===== src/rtl/cu_pkg.sv =====
// Shared encodings for the multi-cycle RV32I control unit: opcodes, FSM states
// and the datapath select fields driven by the controller.
package cu_pkg;

    localparam logic [6:0] R_TYPE = 7'b0110011;
    localparam logic [6:0] I_LOAD = 7'b0000011;
    localparam logic [6:0] I_TYPE = 7'b0010011;
    localparam logic [6:0] S_TYPE = 7'b0100011;
    localparam logic [6:0] B_TYPE = 7'b1100011;
    localparam logic [6:0] JAL    = 7'b1101111;
    localparam logic [6:0] JALR   = 7'b1100111;
    localparam logic [6:0] LUI    = 7'b0110111;
    localparam logic [6:0] AUIPC  = 7'b0010111;

    typedef enum logic [2:0] {
        S_IDLE   = 3'd0,
        S_FETCH  = 3'd1,
        S_DECODE = 3'd2,
        S_EXEC   = 3'd3,
        S_MEM    = 3'd4,
        S_WB     = 3'd5,
        S_TRAP   = 3'd6
    } state_t;

    typedef enum logic [1:0] {
        ALU_ADD    = 2'd0,
        ALU_BRANCH = 2'd1,
        ALU_FUNCT  = 2'd2
    } aluop_t;

    typedef enum logic [1:0] {
        A_PC     = 2'd0,
        A_RS1    = 2'd1,
        A_OLD_PC = 2'd2,
        A_ZERO   = 2'd3
    } alusrc_a_t;

    typedef enum logic [1:0] {
        B_RS2  = 2'd0,
        B_FOUR = 2'd1,
        B_IMM  = 2'd2
    } alusrc_b_t;

    typedef enum logic [1:0] {
        WB_ALUOUT = 2'd0,
        WB_MEM    = 2'd1,
        WB_PC4    = 2'd2
    } wb_sel_t;

    typedef enum logic [1:0] {
        PC_ALU      = 2'd0,
        PC_ALUOUT   = 2'd1,
        PC_ALU_LSB0 = 2'd2
    } pc_src_t;

    function automatic logic is_legal_op(input logic [6:0] op);
        case (op)
            R_TYPE, I_LOAD, I_TYPE, S_TYPE, B_TYPE,
            JAL, JALR, LUI, AUIPC: is_legal_op = 1'b1;
            default:               is_legal_op = 1'b0;
        endcase
    endfunction

endpackage


===== src/rtl/cu_retire_counter.sv =====
// Free-running retired-instruction counter; wraps modulo 2^CNT_W.
module cu_retire_counter #(
    parameter int CNT_W = 32
) (
    input  logic             clk,
    input  logic             arst_n,
    input  logic             en,
    output logic [CNT_W-1:0] count
);

    always_ff @(posedge clk or negedge arst_n) begin
        if (!arst_n) begin
            count <= '0;
        end else if (en) begin
            count <= count + CNT_W'(1);
        end
    end

endmodule


===== src/rtl/multicycle_control_unit.sv =====
// Moore FSM sequencing RV32I instructions through FETCH/DECODE/EXEC/MEM/WB
// with a memory ready handshake, illegal-opcode trap and retire counter.
//
// state  | meaning
// IDLE   | first cycle out of reset, no activity
// FETCH  | read instruction, PC <= PC + 4 when memory is ready
// DECODE | latch opcode, precompute PC-relative target into ALUOut
// EXEC   | ALU operation; branches and jumps complete here
// MEM    | data load/store access, waits on memory ready
// WB     | register file writeback
// TRAP   | illegal opcode seen
module multicycle_control_unit
    import cu_pkg::*;
#(
    parameter bit MEM_HANDSHAKE = 1'b1,
    parameter bit TRAP_STICKY   = 1'b1,
    parameter int CNT_W         = 32
) (
    input  logic             clk,
    input  logic             arst_n,
    input  logic [6:0]       opcode,
    input  logic             mem_ready,
    input  logic             branch_cond,
    output logic             mem_req,
    output logic             mem_we,
    output logic             ir_write,
    output logic             pc_write,
    output logic [1:0]       pc_src,
    output logic [1:0]       alusrc_a,
    output logic [1:0]       alusrc_b,
    output logic [1:0]       aluop,
    output logic [1:0]       wb_sel,
    output logic             regwrite,
    output logic             branch,
    output logic             illegal,
    output logic             retire,
    output logic [CNT_W-1:0] retired_cnt
);

    state_t    state_q, state_d;
    logic [6:0] opcode_q;
    logic      mem_rdy;
    pc_src_t   pc_src_e;
    alusrc_a_t alusrc_a_e;
    alusrc_b_t alusrc_b_e;
    aluop_t    aluop_e;
    wb_sel_t   wb_sel_e;

    assign mem_rdy = MEM_HANDSHAKE ? mem_ready : 1'b1;

    always_ff @(posedge clk or negedge arst_n) begin
        if (!arst_n) begin
            state_q  <= S_IDLE;
            opcode_q <= '0;
        end else begin
            state_q <= state_d;
            if (state_q == S_DECODE) begin
                opcode_q <= opcode;
            end
        end
    end

    always_comb begin
        state_d    = state_q;
        mem_req    = 1'b0;
        mem_we     = 1'b0;
        ir_write   = 1'b0;
        pc_write   = 1'b0;
        pc_src_e   = PC_ALU;
        alusrc_a_e = A_PC;
        alusrc_b_e = B_RS2;
        aluop_e    = ALU_ADD;
        wb_sel_e   = WB_ALUOUT;
        regwrite   = 1'b0;
        branch     = 1'b0;
        illegal    = 1'b0;
        retire     = 1'b0;

        case (state_q)
            S_IDLE: state_d = S_FETCH;

            S_FETCH: begin
                mem_req    = 1'b1;
                alusrc_a_e = A_PC;
                alusrc_b_e = B_FOUR;
                ir_write   = mem_rdy;
                pc_write   = mem_rdy;
                if (mem_rdy) state_d = S_DECODE;
            end

            S_DECODE: begin
                alusrc_a_e = A_OLD_PC;
                alusrc_b_e = B_IMM;
                state_d    = is_legal_op(opcode) ? S_EXEC : S_TRAP;
            end

            S_EXEC: begin
                case (opcode_q)
                    R_TYPE: begin
                        alusrc_a_e = A_RS1;
                        aluop_e    = ALU_FUNCT;
                        state_d    = S_WB;
                    end
                    I_TYPE: begin
                        alusrc_a_e = A_RS1;
                        alusrc_b_e = B_IMM;
                        aluop_e    = ALU_FUNCT;
                        state_d    = S_WB;
                    end
                    I_LOAD, S_TYPE: begin
                        alusrc_a_e = A_RS1;
                        alusrc_b_e = B_IMM;
                        state_d    = S_MEM;
                    end
                    B_TYPE: begin
                        alusrc_a_e = A_RS1;
                        aluop_e    = ALU_BRANCH;
                        branch     = 1'b1;
                        pc_src_e   = PC_ALUOUT;
                        pc_write   = branch_cond;
                        retire     = 1'b1;
                        state_d    = S_FETCH;
                    end
                    // PC register still holds old PC + 4 here, so WB_PC4 links correctly.
                    JAL: begin
                        pc_src_e = PC_ALUOUT;
                        pc_write = 1'b1;
                        regwrite = 1'b1;
                        wb_sel_e = WB_PC4;
                        retire   = 1'b1;
                        state_d  = S_FETCH;
                    end
                    JALR: begin
                        alusrc_a_e = A_RS1;
                        alusrc_b_e = B_IMM;
                        pc_src_e   = PC_ALU_LSB0;
                        pc_write   = 1'b1;
                        regwrite   = 1'b1;
                        wb_sel_e   = WB_PC4;
                        retire     = 1'b1;
                        state_d    = S_FETCH;
                    end
                    LUI: begin
                        alusrc_a_e = A_ZERO;
                        alusrc_b_e = B_IMM;
                        state_d    = S_WB;
                    end
                    AUIPC: begin
                        alusrc_a_e = A_OLD_PC;
                        alusrc_b_e = B_IMM;
                        state_d    = S_WB;
                    end
                    default: state_d = S_TRAP;
                endcase
            end

            S_MEM: begin
                mem_req = 1'b1;
                mem_we  = (opcode_q == S_TYPE);
                if (mem_rdy) begin
                    if (opcode_q == S_TYPE) begin
                        retire  = 1'b1;
                        state_d = S_FETCH;
                    end else begin
                        state_d = S_WB;
                    end
                end
            end

            S_WB: begin
                regwrite = 1'b1;
                wb_sel_e = (opcode_q == I_LOAD) ? WB_MEM : WB_ALUOUT;
                retire   = 1'b1;
                state_d  = S_FETCH;
            end

            S_TRAP: begin
                illegal = 1'b1;
                state_d = TRAP_STICKY ? S_TRAP : S_FETCH;
            end

            default: state_d = S_IDLE;
        endcase
    end

    assign pc_src   = pc_src_e;
    assign alusrc_a = alusrc_a_e;
    assign alusrc_b = alusrc_b_e;
    assign aluop    = aluop_e;
    assign wb_sel   = wb_sel_e;

    cu_retire_counter #(
        .CNT_W(CNT_W)
    ) u_retire_counter (
        .clk   (clk),
        .arst_n(arst_n),
        .en    (retire),
        .count (retired_cnt)
    );

endmodule


===== config.mk =====
export PLATFORM = sky130hd
export DESIGN_NAME = multicycle_control_unit
export DESIGN_NICKNAME = d
export VERILOG_FILES = /design/src/rtl/cu_pkg.sv /design/src/rtl/cu_retire_counter.sv /design/src/rtl/multicycle_control_unit.sv
export SDC_FILE = /design/constraint.sdc
export NUM_CORES = 1
export LEC_CHECK = 0
export BUFFER_PORTS_ARGS = -buffer_cell sky130_fd_sc_hd__buf_2
export CORE_MARGIN = 10
export CORE_UTILIZATION = 40
export DETAILED_ROUTE_END_ITERATION = 7
export GPL_TIMING_DRIVEN = 0
export PLACE_DENSITY = 0.6
export SYNTH_ARGS = -nofsm -noshare
export SYNTH_HDL_FRONTEND = slang
export SYNTH_SLANG_ARGS = --single-unit
export TNS_END_PERCENT = 50

===== constraint.sdc =====
create_clock -name clk -period 4.2 [get_ports clk]
set_input_delay 0.42 -clock clk [delete_from_list [all_inputs] [get_ports clk]]
set_output_delay 0.42 -clock clk [all_outputs]
set_load 0.005 [all_outputs]

-- After elaboration in Yosys (flattened, before gate mapping)
Index checks and enable logic that the tools add are counted.
Widths: inputs -> output; s select.
- register bits after elaboration: 42
- input port bits: 11
- output and inout bits: 50
- word-level logic and storage cells: 76
- $add $sub $neg: 1
- equality and inequality tests: 26
- muxes and demuxes: 33
- reduce and logical (&&, ||, !) cells: 13
- operator list (kind ; count):
    $eq 7x6->1 const B ; 6
    $eq 7x7->1 const B ; 6
    $add 32x1->32 const B ; 1
    $eq 7x5->1 const B ; 4
    $pmux 3 s6 ; 1
    $pmux 2 s2 ; 4
    $eq 7x2->1 const B ; 2
    $mux 1 ; 13
    $mux 3 ; 4
    $pmux 2 s3 ; 2
    $reduce_or 2->1 ; 6
    $reduce_or 6->1 ; 2
    $eq 3x3->1 const B ; 3
    $pmux 3 s3 ; 1
    $reduce_or 9->1 ; 1
    $mux 2 ; 4
    $eq 3x2->1 const B ; 2
    $pmux 1 s2 ; 3
    $ne 2x2->1 const B ; 2
    $reduce_or 4->1 ; 1
    $eq 3x1->1 const B ; 1
    $logic_not 3->1 ; 1
    $pmux 1 s3 ; 1
    $reduce_or 3->1 ; 1
    $reduce_and 2->1 ; 1

-- Depth between registers and ports, before layout
- word-level depth: 6
- gate-level depth with buffers: 8
- gate-level depth less buffers: 6

-- By module
From an unflattened synthesis, not the netlist that was laid out.
- cell total of the unflattened synthesis: 210
- area, all modules: 2198.4 um^2
- by module, submodules not included (module ; instances ; cells each ; area each (um^2) ; seq. area each (um^2)):
    cu_retire_counter ; 1 ; 123 ; 1448.9 ; 800.8
    multicycle_control_unit ; 1 ; 87 ; 749.5 ; 250.2

-- Least setup slack after synthesis
No wires, ideal clock.
- path type: register to output
- start: reg state_q[1]
- end: out pc_write
- data arrival time: 1.473 ns
- data required time: 3.780 ns
- path slack: 2.307 ns
- cell stages (with the launch flop): 7
- buffers on the path: 1
- cells stage by stage: dfrtp_1 -> clkbuf_1 -> and3b_1 -> nand4_1 -> or2_2 -> inv_1 -> a211o_1
- cells in the longest elaborated chain, start to end: 2
- elaborated cells between the ends (all ways): 3
- those cells by class: eq/ne: 2; mux: 1
- RTL lines (what ; line ; text):
    start: declaration ; multicycle_control_unit.sv:40 ; state_t state_q, state_d;
    start signal: assignment ; multicycle_control_unit.sv:56 ; state_q <= state_d;
    $eq 3x2->1 / $eq 3x1->1 (equally long branches) ; multicycle_control_unit.sv:79 ; case (state_q)
    $pmux 1 s2 (*) ; multicycle_control_unit.sv:79 ;
    end: declaration ; multicycle_control_unit.sv:27 ; output logic pc_write,
Every way passes the cells marked *; elsewhere a longest branch is shown, timed or not.

-- Final worst setup path
- start: reg state_q[1]
- end: out alusrc_b[1]
- cells in the longest elaborated chain, start to end: 2
- elaborated cells between the ends (all ways): 4
- those cells by class: eq/ne: 3; mux: 1
- RTL lines (what ; line ; text):
    $eq 3x2->1 / $eq 3x1->1 (equally long branches) ; multicycle_control_unit.sv:79 ;
    $pmux 2 s3 (*) ; multicycle_control_unit.sv:79 ;
    end: declaration ; multicycle_control_unit.sv:30 ; output logic [1:0] alusrc_b,
Marked as above.

==> out/metrics.csv <==
metric,value,unit
syn_to_final_growth,21.39,%
synth-seq-cells,42,
maxClockFrequency,0.3895,GHz
yosysWarnings,0,
synth-xor-area-share,12.07,%
crit_path_max_fanout,10,
power_leakage,1.259,nW
wl_per_cell,15.27,µm
root_buffer,clkbuf_8,
finalHoldViolCount,0,
slew_violations,0,
crit_slowest_cell,or2_2,
layout_common_cells,"buf_2 (61), dfrtp_1 (42), xor2_1 (27)",
vias_per_cell,5.077,
die_w,96.20,µm
finalSetupTns,0,ns
drtIter0Drc,51,
initial_core_util,41.66,%
cp_num_cells,6,
r2r_cells,5,
synth_top_area_share,45.26,%
p_int,0.8749,mW
place.gp.congestion,0.7981,
yosys_most_used_dff,dfrtp_1,
async_reset_ff_share,100.0,%
setup_viol,0,
p_clk_share,22.9,%
synth_compound_area_share,5.334,%
end_kind,output port,
critPathTopFamily,simple AND/OR/NAND/NOR gates,
grt_pass1_vias,1924,
io_buffer_count,60,
ir_worst_vdd,0.0002972,V
combPwrFrac,36.5,%
cap_violations,0,
yosys.area_share.adder,0.5388,%
grt-busiest-layer,met2,
min_path_type,in2async,
max_slew_margin,38.48,%
cp_data_arrival_time,2.15,ns
rows,27,
antennaDiodeCount,0,
synthSimpleGateAreaFrac,30.17,%
synth.distinct_cells,45,
remaining_drc_errors,0,
holdBufCountCts,0,
overflow,0,
cts_setup_buffers,0,
syn_inst,212,
cts_buffer_depth,2,
final_common_cell,buf_2,
status,"finished, final reports clean",
grt_setup_unrepaired,no,
top_level_ports,61,
startpoint_type,flop,
first_pass_iters,4,
skew,0.008725,ns
grt_pass1_wl,9453,µm
grt_max_degree,43,
cts.clk_slew.worst_paths,0.08,ns
synth_top_family_by_area,simple AND/OR/NAND/NOR gates,
syn_area,2322,µm²
p_sw,0.4826,mW
cts_tree,built,
slowest_delay,0.37,ns
drive_gt1_share,33.93,%
crit_buf_inv,2,
syn-num-nets,224,
clock_sinks,42,
die_h,96.20,µm
syn_avg_cell_area,10.95,µm²
fin_crit_sh,61.12,%
grtUsageTotal,12.62,%
critical_path.cell_chain,clkbuf_1 -> and3b_1 -> nand4_1 -> or2_2 -> o22ai_1 -> buf_2,
required,3.78,ns
finalCoreUtilization,50.57,%
sequentialPowerShare,40.6,%
num_vias,1787,
ant_nets,0,
use_met3,4.358,%
ys_top_cells_by_area,"dfrtp_1 (45%), xor2_1 (10%), nor4b_2 (3.9%)",
synth_edf_count,0,
fin_crit,2.567,ns
core_area,5574,µm²
clk_latency,0.29,ns
synth.area.mux_share,3.341,%
cts.htree.levels,2,
ys_seq_area_share,45.26,%
path_class,reg2out,
antenna_found_initial,0,
cts_made_buffers,5,
dp_hpwl,4109,µm
p_sw_share,35.55,%
grtUsageMet1,15.76,%
nNetsFinal,291,
final.hold.worst_slack,0.2547,ns
yosysTopAreaCell,dfrtp_1,
wl,5374,µm
post_cts_resized,0,
grt.met2_usage,20.46,%
die_area,9253,µm²
power_density,481.6,nW/µm²
worstMarginPinSlew,0.9228,ns
==> cell usage after synthesis (4+ instances only) <==
cell type and instances:
inv_1 5, nand2b_1 4, clkbuf_1 4, nor4b_2 6
mux2_2 6, nand4_1 8, nor3b_1 4, o21ai_0 4
nand2_1 23, xor2_1 27, nor2b_1 4, nand3_1 6
dfrtp_1 42, nor3_1 16, xnor2_1 5, nor2_1 8
==> power groups by stage <==
stage / logic [mW] / clock network [mW] / registers, mW
global route: 0.565 / 0.339 / 0.566
floorplan: 0.357 / 0 / 0.543
detailed placement: 0.502 / 0 / 0.559
finish: 0.495 / 0.311 / 0.551
global placement: 0.500 / 0 / 0.558
CTS: 0.504 / 0.323 / 0.551
==> cell type report <==
type | instances | area, µm²
inverter | 5 | 18.77
tap | 72 | 90.09
timing repair buffer | 60 | 300.3
fill | 537 | 2755
clock inverter | 1 | 30.03
clock buffer | 7 | 76.32
multi-input combinational | 156 | 1195
buffer | 9 | 57.56
sequential | 42 | 1051
==> per-stage QoR <==
step           instance area [µm²]  power [mW]  std cells  setup slack, ns
6_report                      2819       1.358        352            1.633
5_1_grt                       2819       1.470        352            1.419
4_1_cts                       2819       1.377        352            1.623
3_5_place_dp                  2713       1.061        344            1.955
3_3_place_gp                  2713       1.058        344            1.990
2_1_floorplan                 2322      0.9006        212            2.307
==> cell families after synthesis <==
logic type	Yosys count
and+or+nand+nor	100
AOI/OAI and AO/OA	16
buffers and inverters	14
muxes	7
DFF	42
adders and majority gates	1
xor gates and xnor gates	32
==> state kept, by name, summed over array words and instances (netlist names) <==
| signal | count |
|---|---|
| state_q | 3 |
| u_retire_counter.count | 32 |
| opcode_q | 7 |
==> final timing paths <==
check	startpoint	end	slack (ns)
setup / recovery	state_q[1]	alusrc_b[1]	1.63
hold / removal	arst_n	u_retire_counter.count[11]	0.25
setup reg to reg	u_retire_counter.count[5]	u_retire_counter.count[25]	2.14
hold reg to reg	u_retire_counter.count[22]	u_retire_counter.count[22]	0.49
max in group asynchronous	arst_n	opcode_q[1]	3.36
min in group clk	opcode[3]	opcode_q[3]	0.38
==> worst register-to-register path, cell delays in order (launching register included) <==
cell     delay [ns]
dfrtp_1        0.48
nand4_4        0.20
nor4_2         0.56
nand3_1        0.28
nor4b_2        0.30
xor2_1         0.16
==> metal layers <==
metal  routed length (µm)  share of wire (%)
met1                 2427                 45
met5                    0                  0
met4                   51               0.95
met2                 2448                 46
met3                  446                8.3
Power figures use the tool's default switching activity.
